--- config.mk ---
export PLATFORM = sky130hd
export DESIGN_NAME = rgb_mem_streamer
export DESIGN_NICKNAME = d
export VERILOG_FILES = /design/src/rtl/rgb_mem_streamer_pkg.sv /design/src/rtl/rgb_mem_streamer_fifo.sv /design/src/rtl/rgb_mem_streamer.sv
export SDC_FILE = /design/constraint.sdc
export NUM_CORES = 1
export LEC_CHECK = 0
export ABC_AREA = 1
export CAP_MARGIN = 40
export CORE_ASPECT_RATIO = 1.75
export CORE_UTILIZATION = 25
export DETAILED_ROUTE_END_ITERATION = 8
export HOLD_SLACK_MARGIN = 0.1
export PLACE_DENSITY = 0.45
export SLEW_MARGIN = 20
export SYNTH_ARGS = -nofsm -noshare
export SYNTH_HDL_FRONTEND = slang
export SYNTH_SLANG_ARGS = --single-unit
--- constraint.sdc ---
create_clock -name clk_i -period 2.95 [get_ports clk_i]
set_input_delay 0.4425 -clock clk_i [delete_from_list [all_inputs] [get_ports clk_i]]
set_output_delay 0.4425 -clock clk_i [all_outputs]
set_load 0.01 [all_outputs]
--- src/rtl/rgb_mem_streamer_pkg.sv ---
// rtl/rgb_mem_streamer_pkg.sv - shared constants, types and Bayer select for the RGB plane readback path
package rgb_mem_streamer_pkg;

  localparam int ADDR_W     = 14;
  localparam int COL_W      = 7;
  localparam int DATA_W     = 8;
  localparam int FIFO_DEPTH = 2;
  localparam logic [ADDR_W-1:0] IMG_LAST = 14'd16383;

  typedef enum logic [1:0] {CH_R, CH_G, CH_B} channel_e;

  typedef enum logic [1:0] {ST_IDLE, ST_RUN, ST_DRAIN, ST_DONE} state_e;

  typedef struct packed {
    logic [ADDR_W-1:0] addr;
    logic [DATA_W-1:0] r;
    logic [DATA_W-1:0] g;
    logic [DATA_W-1:0] b;
  } pixel_t;

  localparam int PIX_W = $bits(pixel_t);

  // Row parity sits in the LSB of the row field, column parity in bit 0.
  function automatic channel_e bayer_channel(input logic [ADDR_W-1:0] addr);
    logic row_odd;
    logic col_odd;
    row_odd = addr[COL_W];
    col_odd = addr[0];
    if (row_odd == col_odd) begin
      return CH_G;
    end else if (row_odd) begin
      return CH_B;
    end else begin
      return CH_R;
    end
  endfunction

endpackage

--- src/rtl/rgb_mem_streamer_fifo.sv ---
// rtl/rgb_mem_streamer_fifo.sv - two-entry output skid FIFO carrying {addr, r, g, b}
module stream_skid_fifo
  import rgb_mem_streamer_pkg::*;
(
  input  logic             clk_i,
  input  logic             reset_i,
  input  logic             push_i,
  input  logic [PIX_W-1:0] din_i,
  input  logic             pop_i,
  output logic [PIX_W-1:0] dout_o,
  output logic [1:0]       count_o,
  output logic             full_o,
  output logic             empty_o
);

  logic [PIX_W-1:0] mem_q [FIFO_DEPTH];
  logic             wr_ptr_q;
  logic             rd_ptr_q;
  logic [1:0]       count_q;
  logic [1:0]       count_d;
  logic             do_pop;

  assign empty_o = (count_q == 2'd0);
  assign full_o  = (count_q == 2'(FIFO_DEPTH));
  assign count_o = count_q;
  assign dout_o  = mem_q[rd_ptr_q];
  assign do_pop  = pop_i & ~empty_o;
  assign count_d = count_q + {1'b0, push_i} - {1'b0, do_pop};

  // The caller guarantees push_i never lands on a full FIFO without a pop.
  always_ff @(posedge clk_i) begin
    if (reset_i) begin
      for (int i = 0; i < FIFO_DEPTH; i++) begin
        mem_q[i] <= '0;
      end
      wr_ptr_q <= 1'b0;
      rd_ptr_q <= 1'b0;
      count_q  <= 2'd0;
    end else begin
      if (push_i) begin
        mem_q[wr_ptr_q] <= din_i;
        wr_ptr_q        <= ~wr_ptr_q;
      end
      if (do_pop) begin
        rd_ptr_q <= ~rd_ptr_q;
      end
      count_q <= count_d;
    end
  end

endmodule

--- src/rtl/rgb_mem_streamer.sv ---
// rtl/rgb_mem_streamer.sv - raster readback of the R/G/B planes into a pixel stream with re-mosaiced Bayer sample
module rgb_mem_streamer
  import rgb_mem_streamer_pkg::*;
(
  input  logic              clk_i,
  input  logic              reset_i,
  input  logic              start_i,
  output logic              rd_en_o,
  output logic [ADDR_W-1:0] addr_r_o,
  input  logic [DATA_W-1:0] rdata_r_i,
  output logic [ADDR_W-1:0] addr_g_o,
  input  logic [DATA_W-1:0] rdata_g_i,
  output logic [ADDR_W-1:0] addr_b_o,
  input  logic [DATA_W-1:0] rdata_b_i,
  output logic              out_valid_o,
  input  logic              out_ready_i,
  output logic [DATA_W-1:0] out_r_o,
  output logic [DATA_W-1:0] out_g_o,
  output logic [DATA_W-1:0] out_b_o,
  output logic [DATA_W-1:0] out_bayer_o,
  output logic [ADDR_W-1:0] out_addr_o,
  output logic              out_last_o,
  output logic              busy_o,
  output logic              done_o
);

  state_e            state_q;
  logic              armed_q;
  logic [ADDR_W-1:0] ptr_q;
  logic              inflight_q;
  logic [ADDR_W-1:0] inflight_addr_q;
  logic              done_q;

  logic [1:0]        fifo_count;
  logic              fifo_full;
  logic              fifo_empty;
  logic [PIX_W-1:0]  fifo_dout;
  pixel_t            push_data;
  pixel_t            head;
  logic              push;
  logic              pop;
  logic              issue;
  logic [2:0]        occupancy;

  assign pop       = out_valid_o & out_ready_i;
  assign push      = inflight_q & (~fifo_full | pop);
  assign occupancy = {1'b0, fifo_count} + {2'b00, inflight_q} - {2'b00, pop};
  // A read issued now lands two edges later; counting the one already in
  // flight keeps a slot for it even if the sink stalls from here on.
  assign issue     = (state_q == ST_RUN) && armed_q && (occupancy < 3'(FIFO_DEPTH));

  assign push_data = '{addr: inflight_addr_q, r: rdata_r_i, g: rdata_g_i, b: rdata_b_i};

  stream_skid_fifo u_fifo (
    .clk_i   (clk_i),
    .reset_i (reset_i),
    .push_i  (push),
    .din_i   (push_data),
    .pop_i   (pop),
    .dout_o  (fifo_dout),
    .count_o (fifo_count),
    .full_o  (fifo_full),
    .empty_o (fifo_empty)
  );

  assign head = pixel_t'(fifo_dout);

  always_ff @(posedge clk_i) begin
    if (reset_i) begin
      state_q         <= ST_IDLE;
      armed_q         <= 1'b0;
      ptr_q           <= '0;
      inflight_q      <= 1'b0;
      inflight_addr_q <= '0;
      done_q          <= 1'b0;
    end else begin
      done_q          <= 1'b0;
      inflight_q      <= issue;
      inflight_addr_q <= ptr_q;
      // First read goes out one edge after RUN is entered.
      armed_q         <= (state_q == ST_RUN);
      case (state_q)
        ST_IDLE: begin
          if (start_i) begin
            ptr_q   <= '0;
            state_q <= ST_RUN;
          end
        end
        ST_RUN: begin
          if (issue) begin
            if (ptr_q == IMG_LAST) begin
              state_q <= ST_DRAIN;
            end else begin
              ptr_q <= ptr_q + 1'b1;
            end
          end
        end
        ST_DRAIN: begin
          if (pop && out_last_o) begin
            state_q <= ST_DONE;
            done_q  <= 1'b1;
          end
        end
        default: begin
          state_q <= ST_IDLE;
        end
      endcase
    end
  end

  assign rd_en_o     = issue;
  assign addr_r_o    = ptr_q;
  assign addr_g_o    = ptr_q;
  assign addr_b_o    = ptr_q;

  assign out_valid_o = ~fifo_empty;
  assign out_r_o     = head.r;
  assign out_g_o     = head.g;
  assign out_b_o     = head.b;
  assign out_addr_o  = head.addr;
  assign out_last_o  = out_valid_o && (head.addr == IMG_LAST);
  assign busy_o      = (state_q != ST_IDLE);
  assign done_o      = done_q;

  always_comb begin
    out_bayer_o = head.g;
    case (bayer_channel(head.addr))
      CH_R:    out_bayer_o = head.r;
      CH_B:    out_bayer_o = head.b;
      default: out_bayer_o = head.g;
    endcase
  end

endmodule

==> flow_summary_export.csv, run 1 <==
group,metric,value,unit
outcome,outcome,"finished, final reports clean",
synthesis,synth_cell_type_count,32,
timing,setup-violations-final,0,
clock_tree,cts_tree,"done",
timing,tightestPinTransition,0.547,ns
timing,max_slew_margin,0.636,
clock_tree,numCtsBuffers,17,
route,drt_wl_total,14400,µm
floorplan,num_rows,71,
place,gp_congestion,0.752,
synthesis,yosysSeqAreaShare,0.547,
synthesis,yosys_warnings,0,
clock_tree,h-tree-depth,4,
synthesis,synth_nets,702,
critical_path,worstSetupPathType,"register to output port",
clock_tree,cts_sinks,114,
pwr,power.leakage,0.00320,µW
timing,fmax,358,MHz
timing,period_needed,2.79,ns
clock_tree,clk_latency,0.41,ns
critical_path,cp-start-kind,"register",
timing,rsz0062_at_grt,"false",
route,ant_nets,0,
global_route,grtUsageTotal,0.132,
route,firstDrtPassIters,4,
cells_and_area,fillCellCount,2285,
cells_and_area,multi_input_area,0.00177,mm²
global_route,grt_max_degree,39,
global_route,grt_pass1_vias,4394,
critical_path,end_kind,"output port",
place,io_buffers,120,
clock_tree,clk_pin_slew,0.05,ns
pwr,peakVddDrop,0.000400,V
synthesis,yosys.area.top_type,"edfxtp_1",
route,drt_iter0_markers,135,
floorplan,die_w,115,µm
clock_tree,cts_buffer_depth,2,
route,routed-via-count,4333,
synthesis,synthTopCellsByArea,"edfxtp_1, dfxtp_1, nand2_1",
global_route,overflow,0,
cells_and_area,drive_gt1_frac,0.0945,
cells_and_area,layout_common_cells,"nand2_1, nor2_1, clkdlybuf4s50_1, inv_1, edfxtp_1",
synthesis,synth_area_per_cell,8.37,µm²
cells_and_area,final_common_cell,"nand2_1",
cells_and_area,diodes,0,
synthesis,syn-cell-area,0.00556,mm²
timing,report.final.slew_viol_count,0,
floorplan,io_pins,121,
place,place_inst,1043,
floorplan,start_util,0.257,
place,place_hpwl,10500,µm
timing,min_period_over_period,0.946,
critical_path,cp_max_fo,10,
cells_and_area,area_growth,36.7,%
floorplan,design.core.area,0.0217,mm²
global_route,grt_pass1_wl,22100,µm
route,routedWlPerCell,13.4,µm
cells_and_area,fin_cells,1075,
cells_and_area,register_area,0.00304,mm²
synthesis,yosys_register_bits,114,
floorplan,dieArea,0.0229,mm²
pwr,powerDensity,776,mW/mm²
cells_and_area,fin_area,0.00761,mm²
route,drc,0,
synthesis,synth_top_area_frac,0.410,
job,cap_violations,0,
critical_path,critical_path_arrival,2.35,ns
clock_tree,postCtsSetupBuffers,0,
timing,clock-skew-final,0.00729,ns
synthesis,syn_inst,665,
min_path,min_path_type,"register to register",
critical_path,cp_data_required_time,2.51,ns
clock_tree,cts-root-buf,"clkbuf_16",
global_route,antenna_found_initial,0,
timing,final.setup.tns,0,ns
cells_and_area,nNetsFinal,807,
floorplan,die_y,199,µm
place,placed_area,0.00697,mm²
route,viasPerCell,4.03,
timing,final-hold-violation-count,0,
-- worst max-delay path, cell delays in order (launching register included) --
cell and delay (ns):
dfxtp_2 0.38, inv_2 0.06, nand2_1 0.05, nand2_1 0.10, inv_1 0.11, ha_2 0.31
buf_4 0.18, a22oi_1 0.18, clkdlybuf4s50_1 0.56
-- metal layers --
metal,global-route usage,up-vias,routed length [µm],share of wire
met3,0.0291,17,503,0.035
met5,0,-,0,0
met1,0.116,1964,5130,0.36
met2,0.277,118,8460,0.59
met4,0.0529,0,286,0.020
li1,-,2234,-,-
-- logic make-up after synthesis --
family	Yosys count	synth area share
buffers and inverters	165	0.136
flip-flops	114	0.547
AO/OA/AOI/OAI	49	0.0504
AND/OR/NAND/NOR	318	0.230
XOR/XNOR	10	0.0157
adder cells (fa/ha/maj)	9	0.0216
-- layout make-up --
type                            instances  share of cell area
Inverter                              111              0.0548
Tap cell                              292              0.0480
Clock inverter                         10              0.0151
Sequential cell                       114               0.400
Multi-Input combinational cell        386               0.233
Timing Repair Buffer                  140               0.182
Clock buffer                           22              0.0668
-- cells in the mapped netlist (all sizes together) --
library cell  count
nand2           157
nor2            127
inv             111
edfxtp           76
buf              41
dfxtp            38
a21oi            27
clkbuf           13
o21ai            13
nand3            12
xor2              9
a22oi             8
ha                8
or2               8
nor3              7
nand4             4
and2              1
fa                1
nor3b             1
nor4              1
o31ai             1
xnor2             1
-- sequential cells by signal, indices dropped and copies added, names as in the netlist, 2 cells and up, named ones only --
signal,cells
addr_b_o,14
u_fifo.mem_q,76
state_q,2
u_fifo.count_o,2
inflight_addr_q,14
-- worst paths after layout --
path	slack, ns	startpoint	cells past startpoint	to
hold / removal	0.46	u_fifo.rd_ptr_q	1	register
setup / recovery	0.16	register	8	out_bayer_o[5]
hold reg to reg	0.46	u_fifo.rd_ptr_q	1	register
setup reg to reg	0.36	u_fifo.count_o[0]	15	addr_b_o[13]
-- power by group --
group | leakage (µW) | internal (µW) | switching [µW] | total (µW)
clock network | 0.000307 | 1400 | 724 | 2120
logic | 0.00181 | 888 | 1050 | 1940
registers | 0.00108 | 1790 | 50.9 | 1840
total | 0.00320 | 4080 | 1830 | 5900
-- what timing repair did --
action                                  4_1_cts  5_1_grt
resized for setup                             3        9
endpoints found under the setup margin        6        7
pin swaps                                     0        0
cloned                                        0        0
hold buffers                                  0        0
-- per-stage QoR --
step                      total power, µW  setup WS [ns]  hold WS, ns  utilization
after floorplan                      2920          0.450        0.426            -
after global placement               3870         -0.235        0.439        0.321
after detailed placement             3870         -0.230        0.446        0.321
after CTS                            6010        0.00784        0.450        0.350
after global routing                 6220         0.0355        0.487        0.351
final                                5900          0.160        0.457        0.351
Note: power is estimated with default switching activity, not from simulation.
==> run 2, diff against run 1 <==
--- a/config.mk
+++ b/config.mk
@@ -10,9 +10,9 @@
 export CORE_ASPECT_RATIO = 1.75
 export CORE_UTILIZATION = 25
 export DETAILED_ROUTE_END_ITERATION = 8
+export GPL_TIMING_DRIVEN = 0
 export HOLD_SLACK_MARGIN = 0.1
 export PLACE_DENSITY = 0.45
-export SLEW_MARGIN = 20
 export SYNTH_ARGS = -nofsm -noshare
 export SYNTH_HDL_FRONTEND = slang
 export SYNTH_SLANG_ARGS = --single-unit
==> constraint.sdc (replaced) <==
create_clock -name clk_i -period 2.66 [get_ports clk_i]
set_input_delay 0.399 -clock clk_i [delete_from_list [all_inputs] [get_ports clk_i]]
set_output_delay 0.399 -clock clk_i [all_outputs]
set_load 0.01 [all_outputs]
==> run 2 against run 1 <==
  * Final area grew 5.0%
  * Worst setup slack lost 0.035 ns
  * Routed wire length grew 6.0%
  * Combinational power grew 25%
  * Global-route usage grew 0.92 points
  * Die area is the same
  * Power grew 15%
  * Core utilization grew 1.8 points
  * Hold slack lost 0.0030 ns
  * Non-clock buffer count grew 42
  * Sequential power grew 12%
  * Clock power grew 8%
==> flow_summary_export.csv, run 2 (same netlist as run 1, synthesis figures left out) <==
group,metric,value,unit
floorplan,io_pins,121,
clock_tree,cts_buffer_depth,2,
place,place_hpwl,11800,µm
outcome,outcome,"finished, final reports clean",
clock_tree,h-tree-depth,4,
cells_and_area,layout_common_cells,"nand2_1, nor2_1, inv_1, clkdlybuf4s50_1, edfxtp_1",
floorplan,die_y,199,µm
cells_and_area,largest_reg_flops,76,
pwr,p_switching,2160,µW
timing,clock-skew-final,0.00623,ns
clock_tree,cts_tree,"done",
place,place_inst,1079,
cells_and_area,nNetsFinal,849,
cells_and_area,register_area,0.00305,mm²
clock_tree,clk_pin_slew,0.06,ns
timing,period_needed,2.53,ns
cells_and_area,multi_input_area,0.00185,mm²
clock_tree,cts-root-buf,"clkbuf_16",
place,pre_cts_ws,-0.806,ns
timing,holdWs,0.454,ns
min_path,hold_path.startpoint,"u_fifo.rd_ptr_q",
critical_path,worstSetupPathType,"register to output port",
route,firstDrtPassIters,4,
timing,report.final.slew_viol_count,0,
critical_path,reg2reg_slack,0.17,ns
floorplan,die_w,115,µm
clock_tree,cts_sinks,114,
min_path,min_path_type,"register to register",
global_route,grt_max_degree,29,
timing,final-hold-violation-count,0,
critical_path,end_kind,"output port",
timing,worst_slack,0.125,ns
global_route,grt_pass1_wl,23500,µm
cells_and_area,fillCellCount,2309,
global_route,grt_pass1_vias,4639,
pwr,powerDensity,847,mW/mm²
cells_and_area,fin_cells,1117,
pwr,p_seq_frac,0.304,
timing,fmax,395,MHz
clock_tree,numCtsBuffers,17,
pwr,peakVddDrop,0.000411,V
timing,setup-violations-final,0,
pwr,pwr-share-comb,0.359,
floorplan,dieArea,0.0229,mm²
critical_path,cp_data_required_time,2.26,ns
critical_path,crit_start,"u_fifo.count_o[0]",
pwr,p_int,4600,µW
timing,min_period_over_period,0.953,
pwr,power,6760,µW
route,routed-via-count,4514,
global_route,antenna_found_initial,0,
floorplan,design.core.area,0.0217,mm²
cells_and_area,area_growth,43.6,%
place,io_buffers,120,
critical_path,cp-start-kind,"register",
route,drc,0,
floorplan,num_rows,71,
floorplan,start_util,0.257,
critical_path,cp_max_fo,3,
pwr,clock_power_share,0.337,
pwr,swShare,0.320,
job,cap_violations,0,
route,drt_iter0_markers,126,
cells_and_area,diodes,0,
place,gp_congestion,0.790,
critical_path,critical_path_arrival,2.14,ns
clock_tree,cts_hold_buf,0,
route,routedWlPerCell,13.7,µm
route,ant_nets,0,
global_route,overflow,0,
route,drt_wl_total,15300,µm
cells_and_area,regMostFlops,"u_fifo.mem_q",
critical_path,worstReg2RegStart,"u_fifo.count_o[0]",
clock_tree,clk_latency,0.41,ns
timing,tightestPinTransition,0.628,ns
timing,final.setup.tns,0,ns
pwr,power.leakage,0.00348,µW
timing,max_slew_margin,0.582,
cells_and_area,drive_gt1_frac,0.148,
route,viasPerCell,4.04,
cells_and_area,final_common_cell,"nand2_1",
global_route,grtUsageTotal,0.141,
==> run 2: worst max-delay path, stage by stage, from the launching register on <==
cell,delay [ns]
dfxtp_4,0.36
nor2_4,0.13
nor2_4,0.06
ha_4,0.21
inv_4,0.06
nand2_4,0.04
fa_1,0.50
inv_1,0.04
nor2_1,0.07
nand2_1,0.08
inv_2,0.07
buf_6,0.09
==> run 2: final cells by class <==
class	count	area share
sequential	114	0.382
multi-input combinational	386	0.231
timing repair buffer	131	0.167
clock buffer	22	0.0648
inverter	111	0.0531
tap	292	0.0457
buffer	51	0.0446
clock inverter	10	0.0111
==> run 2: path summary, 6_finish.rpt <==
path / to / cells after the start
max reg2reg: addr_b_o[2] / 16
max: rd_en_o / 11
min reg2reg: register / 1
min: register / 1
==> run 2: through the flow <==
step	instance area [µm²]	util
floorplan	5560	-
global placement	7130	0.329
detailed placement	7170	0.331
CTS	7860	0.363
global route	7990	0.369
finish	7990	0.369
==> run 2: repair_timing <==
item	4_1_cts	5_1_grt
resized for setup	33	25
setup buffers	3	5
pin swaps	2	6
gates cloned	0	1
endpoints found under the setup margin	46	30
==> run 2: power by group through the flow <==
stage | clock, µW | combinational (µW) | sequential, µW
after detailed placement | 0 | 2220 | 2080
after floorplan | 0 | 1160 | 2070
after global routing | 2400 | 2670 | 2070
after CTS | 2330 | 2360 | 2060
final | 2280 | 2420 | 2060
after global placement | 0 | 2220 | 2090
==> run 2: routing by layer <==
layer  global-route usage  routed length, µm  vias up
met4               0.0640                368        0
met2                0.302               9230      115
met1                0.118               5060     2049
met5                    0                  0        -
met3               0.0297                590       26
li1                     -                  -     2324
==> run 3, diff against run 2 <==
--- a/config.mk
+++ b/config.mk
@@ -8,11 +8,12 @@
 export ABC_AREA = 1
 export CAP_MARGIN = 40
 export CORE_ASPECT_RATIO = 1.75
-export CORE_UTILIZATION = 25
+export CORE_UTILIZATION = 51
 export DETAILED_ROUTE_END_ITERATION = 8
+export GPL_ROUTABILITY_DRIVEN = 0
 export GPL_TIMING_DRIVEN = 0
 export HOLD_SLACK_MARGIN = 0.1
-export PLACE_DENSITY = 0.45
+export PLACE_DENSITY = 0.8
 export SYNTH_ARGS = -nofsm -noshare
 export SYNTH_HDL_FRONTEND = slang
 export SYNTH_SLANG_ARGS = --single-unit
==> run 3 against run 2 <==
  * Register-to-register slack about the same
  * Final area down 3.9%
  * Die area down 50%
  * Largest cell class unchanged
  * Critical endpoint unchanged
  * First-iteration DRC count rose to 2.7 times the previous value
  * Via count up 7.1%
==> flow_summary_export.csv, run 3 (same netlist as run 1, synthesis figures left out) <==
group,metric,value,unit
critical_path,critical_path_arrival,2.21,ns
timing,tightestPinTransition,0.639,ns
clock_tree,cts_tree,"done",
clock_tree,h-tree-depth,4,
floorplan,design.core.area,0.0106,mm²
route,viasPerCell,5.09,
critical_path,cp-start-kind,"register",
route,routed-via-count,4833,
pwr,swShare,0.320,
route,routedWlPerCell,15.5,µm
place,place_inst,917,
route,drc,0,
route,drt_iter0_markers,336,
critical_path,end_kind,"output port",
clock_tree,clk_pin_slew,0.05,ns
route,ant_nets,0,
floorplan,io_pins,121,
route,firstDrtPassIters,8,
outcome,outcome,"finished, final reports clean",
clock_tree,cts_buffer_depth,2,
min_path,hold_path.startpoint,"u_fifo.rd_ptr_q",
critical_path,worstRegToRegCells,15,
floorplan,dieArea,0.0113,mm²
global_route,grt_max_degree,26,
timing,final-hold-violation-count,0,
timing,clock-skew-final,0.00569,ns
cells_and_area,final_common_cell,"nand2_1",
place,io_buffers,120,
job,cap_violations,0,
cells_and_area,layout_common_cells,"nand2_1, nor2_1, clkdlybuf4s50_1, inv_1, edfxtp_1",
global_route,met3_usage,0.0795,
critical_path,reg2reg_slack,0.18,ns
timing,fmax,383,MHz
global_route,overflow,0,
critical_path,cp_max_fo,5,
critical_path,cp_data_required_time,2.26,ns
clock_tree,cts-root-buf,"clkbuf_16",
min_path,min_path_type,"register to register",
cells_and_area,nNetsFinal,844,
pwr,p_switching,2090,µW
cells_and_area,largest_reg_flops,76,
global_route,grt_util_met1,0.241,
global_route,antenna_found_initial,0,
cells_and_area,fin_cells,950,
floorplan,start_util,0.523,
cells_and_area,fillCellCount,770,
critical_path,worstReg2RegStart,"u_fifo.count_o[1]",
pwr,pwr-share-comb,0.347,
critical_path,worstSetupPathType,"register to output port",
timing,setup-violations-final,0,
global_route,grt_pass1_vias,4909,
timing,final.setup.tns,0,ns
cells_and_area,area_growth,38.0,%
critical_path,r2r-end,"addr_b_o[13]",
cells_and_area,register_area,0.00305,mm²
timing,rsz0062_at_grt,"true",
pwr,p_seq_frac,0.316,
cells_and_area,regMostFlops,"u_fifo.mem_q",
pwr,power.leakage,0.00332,µW
clock_tree,clk_latency,0.41,ns
place,place_hpwl,10300,µm
floorplan,die_w,81.0,µm
global_route,grtUsageTotal,0.275,
clock_tree,numCtsBuffers,17,
cells_and_area,diodes,0,
timing,min_period_over_period,0.981,
clock_tree,cts_hold_buf,0,
route,drt_wl_total,14700,µm
critical_path,crit_start,"u_fifo.count_o[1]",
global_route,grt_use_met2,0.514,
global_route,top_usage_layer,"met2",
cells_and_area,multi_input_area,0.00185,mm²
pwr,peakVddDrop,0.000625,V
global_route,grt_pass1_wl,22900,µm
pwr,clock_power_share,0.337,
floorplan,num_rows,50,
pwr,p_int,4460,µW
timing,period_needed,2.61,ns
floorplan,die_y,140,µm
clock_tree,cts_sinks,114,
critical_path,crit_end,"rd_en_o",
timing,report.final.slew_viol_count,0,
cells_and_area,drive_gt1_frac,0.143,
timing,max_slew_margin,0.574,
pwr,powerDensity,853,mW/mm²
pwr,power,6550,µW
[run 3: repair_timing]
action,4_1_cts,5_1_grt
setup buffers,1,3
endpoints found under the setup margin,39,37
resized for setup,47,14
pin swaps,2,1
[run 3: power groups by stage]
stage | Clock [µW] | Sequential [µW] | Combinational [µW]
after floorplan | 0 | 2070 | 1160
after global placement | 0 | 2080 | 2060
after detailed placement | 0 | 2080 | 2140
after CTS | 2220 | 2070 | 2200
after global routing | 2300 | 2070 | 2460
final | 2210 | 2070 | 2270
[run 3: final cells by class]
cell class,instances,share of cell area
inverter,111,0.0546
clock buffer,19,0.0564
multi-input combinational,386,0.241
sequential,114,0.398
clock inverter,13,0.0186
buffer,51,0.0447
timing repair buffer,126,0.166
tap,130,0.0212
[run 3: per-layer routing]
layer  routed length [µm]  share of wire
met1                 4830           0.33
met2                 8220           0.56
met3                  949          0.064
met4                  723          0.049
met5                    0              0
[run 3: worst max-delay path, stage by stage, from the launching register on]
cell,delay (ns)
dfxtp_4,0.36
nor2_4,0.05
nor2_4,0.17
ha_4,0.23
inv_2,0.06
nand2_2,0.05
fa_1,0.48
inv_1,0.05
nor2_2,0.10
nand2_2,0.10
inv_2,0.07
buf_6,0.09
[run 3: how the worst min path moves through the flow]
stage                            endpoint  slack [ns]  cells past startpoint
final                            register        0.48                      1
after global routing             register        0.49                      1
after CTS                        register        0.46                      1
after detailed placement         register        0.46                      1
after global placement    u_fifo.rd_ptr_q        0.44                      1
after floorplan                  register        0.43                      1
[run 3: through the flow]
step / hold slack [ns] / area (µm²) / setup WS, ns / util
2_1_floorplan: 0.426 / 5560 / 0.160 / -
3_3_place_gp: 0.440 / 6930 / -0.927 / 0.651
3_5_place_dp: 0.458 / 6990 / -0.726 / 0.657
4_1_cts: 0.456 / 7640 / 0.00308 / 0.719
5_1_grt: 0.486 / 7680 / -0.0789 / 0.722
6_report: 0.484 / 7680 / 0.0512 / 0.722
